File: config.mk
export PLATFORM = sky130hd
export DESIGN_NAME = uart_rx_sampler_flat
export DESIGN_NICKNAME = d
export VERILOG_FILES = /design/src/rtl/uart_rx_sampler_pkg.sv /design/src/rtl/uart_rx_sampler_if.sv /design/src/rtl/uart_rx_sampler_bit_sync.sv /design/src/rtl/uart_rx_sampler.sv /design/src/flat_wrapper.sv
export SDC_FILE = /design/constraint.sdc
export NUM_CORES = 1
export LEC_CHECK = 0
export CAP_MARGIN = 10
export CORE_MARGIN = 2
export CORE_UTILIZATION = 58
export DETAILED_ROUTE_END_ITERATION = 7
export DONT_BUFFER_PORTS = 1
export GPL_TIMING_DRIVEN = 0
export HOLD_SLACK_MARGIN = 0.05
export PLACE_DENSITY = 0.76
export SLEW_MARGIN = 25
export SYNTH_ARGS = -nofsm -noshare
export SYNTH_HDL_FRONTEND = slang
export SYNTH_HIERARCHICAL = 1
export SYNTH_SLANG_ARGS = --single-unit
File: constraint.sdc
create_clock -name clk -period 2.95 [get_ports clk]
set_clock_uncertainty 0.2 [all_clocks]
set_input_delay 0.59 -clock clk [delete_from_list [all_inputs] [get_ports clk]]
set_output_delay 0.59 -clock clk [all_outputs]
set_load 0.01 [all_outputs]
File: src/rtl/uart_rx_sampler_pkg.sv
// uart_pkg: FSM states, divisor floor and register bit indices shared with the UART register block
package uart_pkg;
  typedef enum logic [2:0] {IDLE, START, DATA, STOP, BREAK} state_e;
  localparam int MIN_CPB = 4;
  localparam int CTRL_RX_EN = 0;
  localparam int STAT_BREAK = 1;
  localparam int STAT_RXVALID = 2;
endpackage

File: src/rtl/uart_rx_sampler_if.sv
// uart_rx_sampler_if: receive-side line, control and status signals between the sampler and the register block
interface uart_rx_sampler_if #(parameter int CPB_WIDTH = 32, parameter int CNT_WIDTH = 32);
  logic                 uart_rxd;
  logic                 uart_rx_en;
  logic [CPB_WIDTH-1:0] cycles_per_bit;
  logic                 uart_rx_valid;
  logic [7:0]           uart_rx_data;
  logic                 uart_rx_break;
  logic                 uart_rx_frame_err;
  logic [CNT_WIDTH-1:0] uart_rx_char_count;
  modport master (
    input  uart_rxd, uart_rx_en, cycles_per_bit,
    output uart_rx_valid, uart_rx_data, uart_rx_break, uart_rx_frame_err, uart_rx_char_count
  );
  modport slave (
    output uart_rxd, uart_rx_en, cycles_per_bit,
    input  uart_rx_valid, uart_rx_data, uart_rx_break, uart_rx_frame_err, uart_rx_char_count
  );
endinterface

File: src/rtl/uart_rx_sampler_bit_sync.sv
// bit_sync: two-flop synchroniser for an asynchronous input pin, with a selectable reset level
module bit_sync #(parameter logic RST_VAL = 1'b1) (
  input  logic clk,
  input  logic rst_n,
  input  logic d,
  output logic q
);
  logic s1_q, s2_q;
  always_ff @(posedge clk or negedge rst_n) begin
    if (!rst_n) begin
      s1_q <= RST_VAL;
      s2_q <= RST_VAL;
    end else begin
      s1_q <= d;
      s2_q <= s1_q;
    end
  end
  assign q = s2_q;
endmodule

File: src/rtl/uart_rx_sampler.sv
// uart_rx_sampler: 8N1 receive front end; mid-bit sampling, break/framing detection and character count
module uart_rx_sampler
  import uart_pkg::*;
#(
  parameter int DATA_BITS = 8,
  parameter int CPB_WIDTH = 32,
  parameter int CNT_WIDTH = 32
) (
  input logic clk,
  input logic resetn,
  uart_rx_sampler_if.master bus
);
  logic                 rxs, tick;
  state_e               state_q, state_d;
  logic [CPB_WIDTH-1:0] cpb_q, cpb_d, timer_q, timer_d, cpb_in;
  logic [3:0]           idx_q, idx_d;
  logic [DATA_BITS-1:0] shift_q, shift_d;
  logic [7:0]           data_q, data_d;
  logic                 valid_q, valid_d, brk_q, brk_d, ferr_q, ferr_d, armed_q, armed_d;
  logic [CNT_WIDTH-1:0] cnt_q, cnt_d;

  bit_sync #(.RST_VAL(1'b1)) u_sync (.clk(clk), .rst_n(resetn), .d(bus.uart_rxd), .q(rxs));

  assign cpb_in = bus.cycles_per_bit < CPB_WIDTH'(MIN_CPB) ? CPB_WIDTH'(MIN_CPB) : bus.cycles_per_bit;
  assign tick   = timer_q == '0;

  always_comb begin
    state_d = state_q;
    cpb_d   = cpb_q;
    timer_d = tick ? timer_q : timer_q - 1'b1;
    idx_d   = idx_q;
    shift_d = shift_q;
    data_d  = data_q;
    valid_d = 1'b0;
    ferr_d  = 1'b0;
    brk_d   = brk_q;
    cnt_d   = cnt_q;
    // a start is only honoured once the line has been seen idle-high since enable
    armed_d = bus.uart_rx_en & (armed_q | rxs);
    if (!bus.uart_rx_en) begin
      state_d = IDLE;
      brk_d   = 1'b0;
    end else begin
      case (state_q)
        IDLE: if (!rxs && armed_q) begin
          cpb_d   = cpb_in;
          timer_d = (cpb_in >> 1) - 1'b1;
          state_d = START;
        end
        START: if (tick) begin
          state_d = rxs ? IDLE : DATA;
          timer_d = cpb_q - 1'b1;
          idx_d   = '0;
        end
        DATA: if (tick) begin
          shift_d = {rxs, shift_q[DATA_BITS-1:1]};
          idx_d   = idx_q + 1'b1;
          timer_d = cpb_q - 1'b1;
          state_d = idx_q == 4'(DATA_BITS - 1) ? STOP : DATA;
        end
        STOP: if (tick) begin
          // a low stop bit always parks in BREAK so the low line cannot look like a new start
          state_d = rxs ? IDLE : BREAK;
          valid_d = rxs;
          data_d  = rxs ? 8'(shift_q) : data_q;
          cnt_d   = cnt_q + CNT_WIDTH'(rxs);
          brk_d   = !rxs && shift_q == '0;
          ferr_d  = !rxs && shift_q != '0;
        end
        BREAK: if (rxs) begin
          brk_d   = 1'b0;
          state_d = IDLE;
        end
        default: state_d = IDLE;
      endcase
    end
  end

  always_ff @(posedge clk or negedge resetn) begin
    if (!resetn) begin
      state_q <= IDLE;
      cpb_q   <= '0;
      timer_q <= '0;
      idx_q   <= '0;
      shift_q <= '0;
      data_q  <= '0;
      valid_q <= 1'b0;
      brk_q   <= 1'b0;
      ferr_q  <= 1'b0;
      armed_q <= 1'b0;
      cnt_q   <= '0;
    end else begin
      state_q <= state_d;
      cpb_q   <= cpb_d;
      timer_q <= timer_d;
      idx_q   <= idx_d;
      shift_q <= shift_d;
      data_q  <= data_d;
      valid_q <= valid_d;
      brk_q   <= brk_d;
      ferr_q  <= ferr_d;
      armed_q <= armed_d;
      cnt_q   <= cnt_d;
    end
  end

  assign bus.uart_rx_valid      = valid_q;
  assign bus.uart_rx_data       = data_q;
  assign bus.uart_rx_break      = brk_q;
  assign bus.uart_rx_frame_err  = ferr_q;
  assign bus.uart_rx_char_count = cnt_q;
endmodule

File: src/flat_wrapper.sv
// flat-port wrapper written by rule: the top's interface ports become plain ports
module uart_rx_sampler_flat import uart_pkg::*;
#(
  parameter int DATA_BITS = 8,
  parameter int CPB_WIDTH = 32,
  parameter int CNT_WIDTH = 32
)
  (clk, resetn, bus_uart_rxd, bus_uart_rx_en, bus_cycles_per_bit, bus_uart_rx_valid, bus_uart_rx_data, bus_uart_rx_break, bus_uart_rx_frame_err, bus_uart_rx_char_count);
  uart_rx_sampler_if #(.CPB_WIDTH(CPB_WIDTH), .CNT_WIDTH(CNT_WIDTH)) bus_i ();
  input logic clk;
  input logic resetn;
  input wire logic [$bits(bus_i.uart_rxd)-1:0] bus_uart_rxd;
  input wire logic [$bits(bus_i.uart_rx_en)-1:0] bus_uart_rx_en;
  input wire logic [$bits(bus_i.cycles_per_bit)-1:0] bus_cycles_per_bit;
  output wire logic [$bits(bus_i.uart_rx_valid)-1:0] bus_uart_rx_valid;
  output wire logic [$bits(bus_i.uart_rx_data)-1:0] bus_uart_rx_data;
  output wire logic [$bits(bus_i.uart_rx_break)-1:0] bus_uart_rx_break;
  output wire logic [$bits(bus_i.uart_rx_frame_err)-1:0] bus_uart_rx_frame_err;
  output wire logic [$bits(bus_i.uart_rx_char_count)-1:0] bus_uart_rx_char_count;
  assign bus_i.uart_rxd = bus_uart_rxd;
  assign bus_i.uart_rx_en = bus_uart_rx_en;
  assign bus_i.cycles_per_bit = bus_cycles_per_bit;
  assign bus_uart_rx_valid = bus_i.uart_rx_valid;
  assign bus_uart_rx_data = bus_i.uart_rx_data;
  assign bus_uart_rx_break = bus_i.uart_rx_break;
  assign bus_uart_rx_frame_err = bus_i.uart_rx_frame_err;
  assign bus_uart_rx_char_count = bus_i.uart_rx_char_count;
  uart_rx_sampler #(.DATA_BITS(DATA_BITS), .CPB_WIDTH(CPB_WIDTH), .CNT_WIDTH(CNT_WIDTH)) u_core (.clk(clk), .resetn(resetn), .bus(bus_i));
endmodule
**Word-level counts from Yosys, hierarchy flattened**

Cells that the tools add are included.
Widths: inputs -> output; s select.

- Bits in registers: 125
- Input bits: 36
- Output and inout bits: 43
- Word-level logic and storage cells: 80

- Add/subtract/negate cells: 5
- Magnitude comparators: 1
- Equality and inequality tests: 13
- Muxes and demuxes: 29
- Bitwise logic cells: 2
- Reductions and logical operators: 17

Operators by type and width:

| operator | count |
|---|---|
| $mux 32 | 5 |
| $pmux 32 s2 | 1 |
| $sub 32x1->32 const B | 2 |
| $add 32x1->32 | 1 |
| $logic_not 32->1 | 1 |
| $lt 32x3->1 const B | 1 |
| $sub 31x1->32 const B | 1 |
| $mux 3 | 7 |
| $pmux 3 s5 | 1 |
| $ne 3x2->1 const B | 4 |
| $reduce_and 3->1 | 4 |
| $mux 1 | 10 |
| $logic_not 8->1 | 1 |
| $mux 4 | 2 |
| $pmux 4 s2 | 1 |
| $reduce_and 4->1 | 2 |
| $reduce_bool 8->1 | 1 |
| $eq 3x2->1 const B | 2 |
| $reduce_and 5->1 | 1 |
| $add 4x1->4 const B | 1 |
| $eq 4x3->1 const B | 1 |
| $ne 2x1->1 const B | 2 |
| $eq 3x1->1 const B | 1 |
| $eq 3x3->1 const B | 1 |
| other kinds (11) | 13 |

**Logic depth before layout (Yosys ltp)**

- Depth in word-level cells: 6
- Gate-level depth with buffers: 12
- Depth with buffers taken out: 11

**By module**

The synthesis kept the hierarchy.

By module, submodules not included:

| module | times used | cells an instance | area an instance (sq um) | sequential area each (sq um) |
|---|---|---|---|---|
| uart_rx_sampler | 1 | 831 | 7480.9 | 3078.0 |
| bit_sync | 1 | 2 | 52.6 | 52.6 |

**Worst setup path after synthesis**

No wires, ideal clock.

- Path kind: input to register
- Start point: input bus_cycles_per_bit[17]
- End point: register u_core.timer_q[4]
- Setup time: 0.078 ns
- Arrival time: 3.375 ns
- Data required time: 2.672 ns
- Slack: -0.703 ns
- Cell stages on the path: 12
- Buffers on the path: 1
- Cell sequence: clkbuf_1 > nor4_1 > nand4_1 > nor3_1 > nand2b_1 > ha_1 > nor3b_1 > xnor2_1 > a2111oi_0 > o21ai_0 > a31oi_1 > o2bb2ai_1

- Longest elaborated chain between the ends: 6

Ends and longest elaborated chain:

| element | RTL line | RTL |
|---|---|---|
| from (decl) | flat_wrapper.sv:14 | `input wire logic [$bits(bus_i.cycles_per_bit)-1:0] bus_cycles_per_bit;` |
| $lt 32x3->1 | uart_rx_sampler.sv:24 | `assign cpb_in = bus.cycles_per_bit < CPB_WIDTH'(MIN_CPB) ? CPB_WIDTH'(MIN_CPB) : bus.cycles_per_bit;` |
| $mux 32 | uart_rx_sampler.sv:24 |  |
| $sub 31x1->32 | uart_rx_sampler.sv:47 | `timer_d = (cpb_in >> 1) - 1'b1;` |
| $mux 32 | uart_rx_sampler.sv:45 | `IDLE: if (!rxs && armed_q) begin` |
| $pmux 32 s2 | uart_rx_sampler.sv:44 | `case (state_q)` |
| $mux 32 | uart_rx_sampler.sv:40 | `if (!bus.uart_rx_en) begin` |
| net u_core.timer_d[4] | uart_rx_sampler.sv:15 | `logic [CPB_WIDTH-1:0] cpb_q, cpb_d, timer_q, timer_d, cpb_in;` |
| to (signal assigned) | uart_rx_sampler.sv:95 | `timer_q <= timer_d;` |
| to (decl) | uart_rx_sampler.sv:15 |  |

The timed path passes the listed nets, and every way through them passes these cells.
A chain may end at the register's enable or synchronous reset.

**Worst setup path after layout**

- Start point: input bus_cycles_per_bit[29]
- End point: register u_core.timer_q[30]

- Longest elaborated chain between the ends: 6

Ends and longest elaborated chain:

| element | RTL line |
|---|---|
| $lt 32x3->1 | uart_rx_sampler.sv:24 |
| $mux 32 (*) | uart_rx_sampler.sv:24 |
| $sub 31x1->32 (*) | uart_rx_sampler.sv:47 |
| $mux 32 (*) | uart_rx_sampler.sv:45 |
| $pmux 32 s2 (*) | uart_rx_sampler.sv:44 |
| $mux 32 (*) | uart_rx_sampler.sv:40 |
| net u_core.timer_d[30] | uart_rx_sampler.sv:15 |

The timed path passes the listed nets; every way through them passes the cells marked *.

==> flow_summary.json <==
{
  "num_rows": 41,
  "leakagePower_nw": 3.92,
  "finalSetupViolCount": 4,
  "postCtsHoldBufs": 1,
  "power.total_mw": 5.34,
  "grt_max_degree": 126,
  "powerDensity_mw_per_mm2": 590,
  "grt_pass1_vias": 6713,
  "rrSetupSlack_ns": 0.03,
  "drt-total-wl_mm": 22.6,
  "synthArstFlopShare_pct": 100,
  "syn-cell-area_mm2": 0.00753,
  "dieArea_mm2": 0.0139,
  "startpoint_type": "input port",
  "final_nets": 930,
  "first_pass_iters": 5,
  "violations": "hold timing, setup timing",
  "vias_per_cell": 6.54,
  "critPathMostFrequentCell": "or3_4",
  "routabilityCongestion": 0.980,
  "drc": 0,
  "tritoncts": "built",
  "crit_arrival_ns": 3.21,
  "die_w_um": 118,
  "hp-class": "in2async",
  "rsz0062_at_grt": "true",
  "grt_util_all_layers_pct": 32.7,
  "synth_nets": 877,
  "dp.cells": 1006,
  "cts-root-buf": "clkbuf_16",
  "vias": 7003,
  "hold_viol_final": 125,
  "timing.hold.ws_ns": -0.340,
  "numCtsBuffers": 17,
  "synthFlopType": "dfrtp_1",
  "clockBufferDepth": 2,
  "cp_data_required_time_ns": 3.06,
  "synth_commonest_cells": "nand2_1, dfrtp_1, nor2_1, xnor2_1, xor2_1",
  "dr.first_iter.drc_count": 703,
  "synth_top_area_share_pct": 40.9,
  "grt_overflow_total": 0,
  "ctsHtreeMaxLevel": 4,
  "syn_avg_cell_area_um2": 9.04,
  "yosysUniqueCellTypes": 67,
  "timing.fmax_ghz": 0.322,
  "period_needed_ns": 3.10,
  "area_growth_pct": 20.2,
  "io_pins": 79,
  "clk_pin_slew_ns": 0.06,
  "clkLatencyLatePin_ns": 0.42,
  "reg2reg_depth": 7,
  "crit_fanout": 4,
  "r2r_end": "u_core/bus.uart_rx_data[4]",
  "synth_edf_count": 0,
  "stdcell_count": 1071,
  "yosysSeqAreaShare_pct": 41.6,
  "start_util_pct": 59.5,
  "grt_antenna_before_repair": 0,
  "setup_ws_ns": -0.151,
  "synth_most_common_cell": "nand2_1",
  "syn_inst": 833,
  "tightest_slew_ns": 0.688,
  "antennaDiodeCount": 0,
  "drive_gt1_share_pct": 18.0,
  "core-area_mm2": 0.0127,
  "slowest_stage": "or3_4",
  "synth_top_area_cell": "dfrtp_1",
  "post-route-period-util_pct": 105,
  "endpoint_kind": "register",
  "postRouteAntennaNets": 0,
  "die_h_um": 118,
  "max-cap-violations": 0,
  "critPathKind": "in2reg",
  "irDropWorstVdd_uv": 372,
  "maxSlewHeadroom_pct": 54.1,
  "r2r-start": "u_core/timer_q[19]",
  "status": "finished with violations",
  "wire_per_inst_um": 21.1,
  "place.port_buffers": 0,
  "synth_area_leaders": "dfrtp_1, nand2_1, xnor2_1",
  "grt_pass1_wl_mm": 35.9,
  "yosys_warnings": 6,
  "cts.sinks": 125,
  "finalMaxSlewViolations": 0,
  "max_stage_delay_ns": 0.42,
  "ys_ff_latch": 125,
  "dp_hpwl_mm": 15.4,
  "crit_chain": "or3_4 -> or3_4 -> nor3_4 -> nand2b_4 -> ha_4 -> nor4b_4 -> nand4_1 -> buf_6 -> nor4_4 -> xnor2_1 -> o2111ai_1 -> o31a_1"
}
-- state kept, by name, indices dropped and copies added (netlist names), 3 cells and up --
name and count:
u_core/bus.uart_rx_char_count 32, u_core/cpb_q 32, u_core/timer_q 32, u_core/bus.uart_rx_data 8, u_core/shift_q 8, u_core/idx_q 4, u_core/state_q 3
-- cells in the final DEF (no fill, tap or decap), types with 5 or more instances in the layout --
master	n
and4_1	9
nor3b_1	6
or4_1	11
buf_2	6
inv_1	10
nand2b_1	8
and3_1	15
a22oi_1	6
nor2_4	6
nor3_1	38
clkbuf_1	14
buf_4	31
o31ai_1	7
or3_1	15
nor4_4	10
clkbuf_2	6
nand2_1	133
buf_6	5
nand3b_1	5
a31oi_1	8
xnor2_1	49
o211ai_1	6
nand4_1	11
a21o_1	9
mux2_2	17
ha_1	6
a21oi_1	23
nor2_1	49
o21ai_0	30
dfrtp_1	123
clkbuf_16	17
nand3_1	30
nor4_1	16
xor2_1	47
-- logic make-up after synthesis --
family                     after synthesis  share of synthesized area, %
muxes                                   19                          2.81
AOI/OAI and AO/OA                      136                          11.9
xor gates and xnor gates                98                          11.4
DFF                                    125                          41.6
and+or+nand+nor                        405                          28.6
buffers and inverters                   42                          2.37
adders and majority gates                8                          1.33
-- final cells by class --
| type | instances | area [um2] |
|---|---|---|
| sequential | 125 | 3130 |
| multi-input combinational | 667 | 4650 |
| fill | 961 | 3610 |
| inverter | 12 | 45.0 |
| timing repair buffer | 34 | 275 |
| tap | 172 | 215 |
| clock inverter | 14 | 159 |
| clock buffer | 18 | 429 |
| buffer | 29 | 153 |
-- how the worst max path moves through the flow --
stage | start | end | cells past startpoint
after floorplan | bus_cycles_per_bit[30] | u_core/timer_q[30] | 11
after global placement | bus_cycles_per_bit[16] | u_core/timer_q[22] | 11
after detailed placement | bus_cycles_per_bit[16] | u_core/timer_q[22] | 11
after CTS | bus_cycles_per_bit[30] | u_core/timer_q[30] | 12
after global routing | bus_cycles_per_bit[29] | u_core/timer_q[30] | 12
final | bus_cycles_per_bit[29] | u_core/timer_q[30] | 12
-- metrics by stage --
step / hold slack (ns) / utilization [%] / setup TNS (ns) / setup WS, ns / area [um2]
after floorplan: 0.0944 / - / -1.14 / -0.291 / 7630
after global placement: 0.100 / 61.9 / -37.88 / -0.907 / 7850
after detailed placement: 0.100 / 62.1 / -14.76 / -0.956 / 7860
after CTS: -0.348 / 69.3 / -0.0736 / -0.0736 / 8780
after global routing: -0.353 / 71.5 / -0.678 / -0.196 / 9060
final: -0.340 / 71.5 / -0.359 / -0.151 / 9060
-- power breakdown --
group / internal (mW) / total, mW / switching [mW] / leakage (nW)
Combinational: 0.457 / 1.03 / 0.571 / 2.00
Clock: 1.26 / 2.09 / 0.834 / 0.288
Sequential: 1.93 / 2.22 / 0.294 / 1.63
Total: 3.64 / 5.34 / 1.70 / 3.92
-- what timing repair did --
action                                 4_1_cts  5_1_grt
setup buffers                               16       16
gates cloned                                 1        0
setup endpoints to repair                   48       66
gates resized for setup                     35       38
endpoints found under the hold margin      126      125
pin swaps                                   16       21
-- critical path, delay by kind of cell --
family	cells	cell delay, ns
xor+xnor	1	0.18
fa+ha+maj	1	0.17
compound gates	2	0.31
simple gates	7	1.78
buf+inv	1	0.18
-- layer usage --
metal | vias to the layer above | global-route usage [%] | part of all wire [%]
met4 | 0 | 13.1 | 2.8
li1 | 3143 | - | -
met1 | 3413 | 42.8 | 41
met5 | - | 0 | 0
met2 | 375 | 51.1 | 47
met3 | 72 | 9.64 | 9.6
No activity file was read; power rests on OpenSTA's default activity.
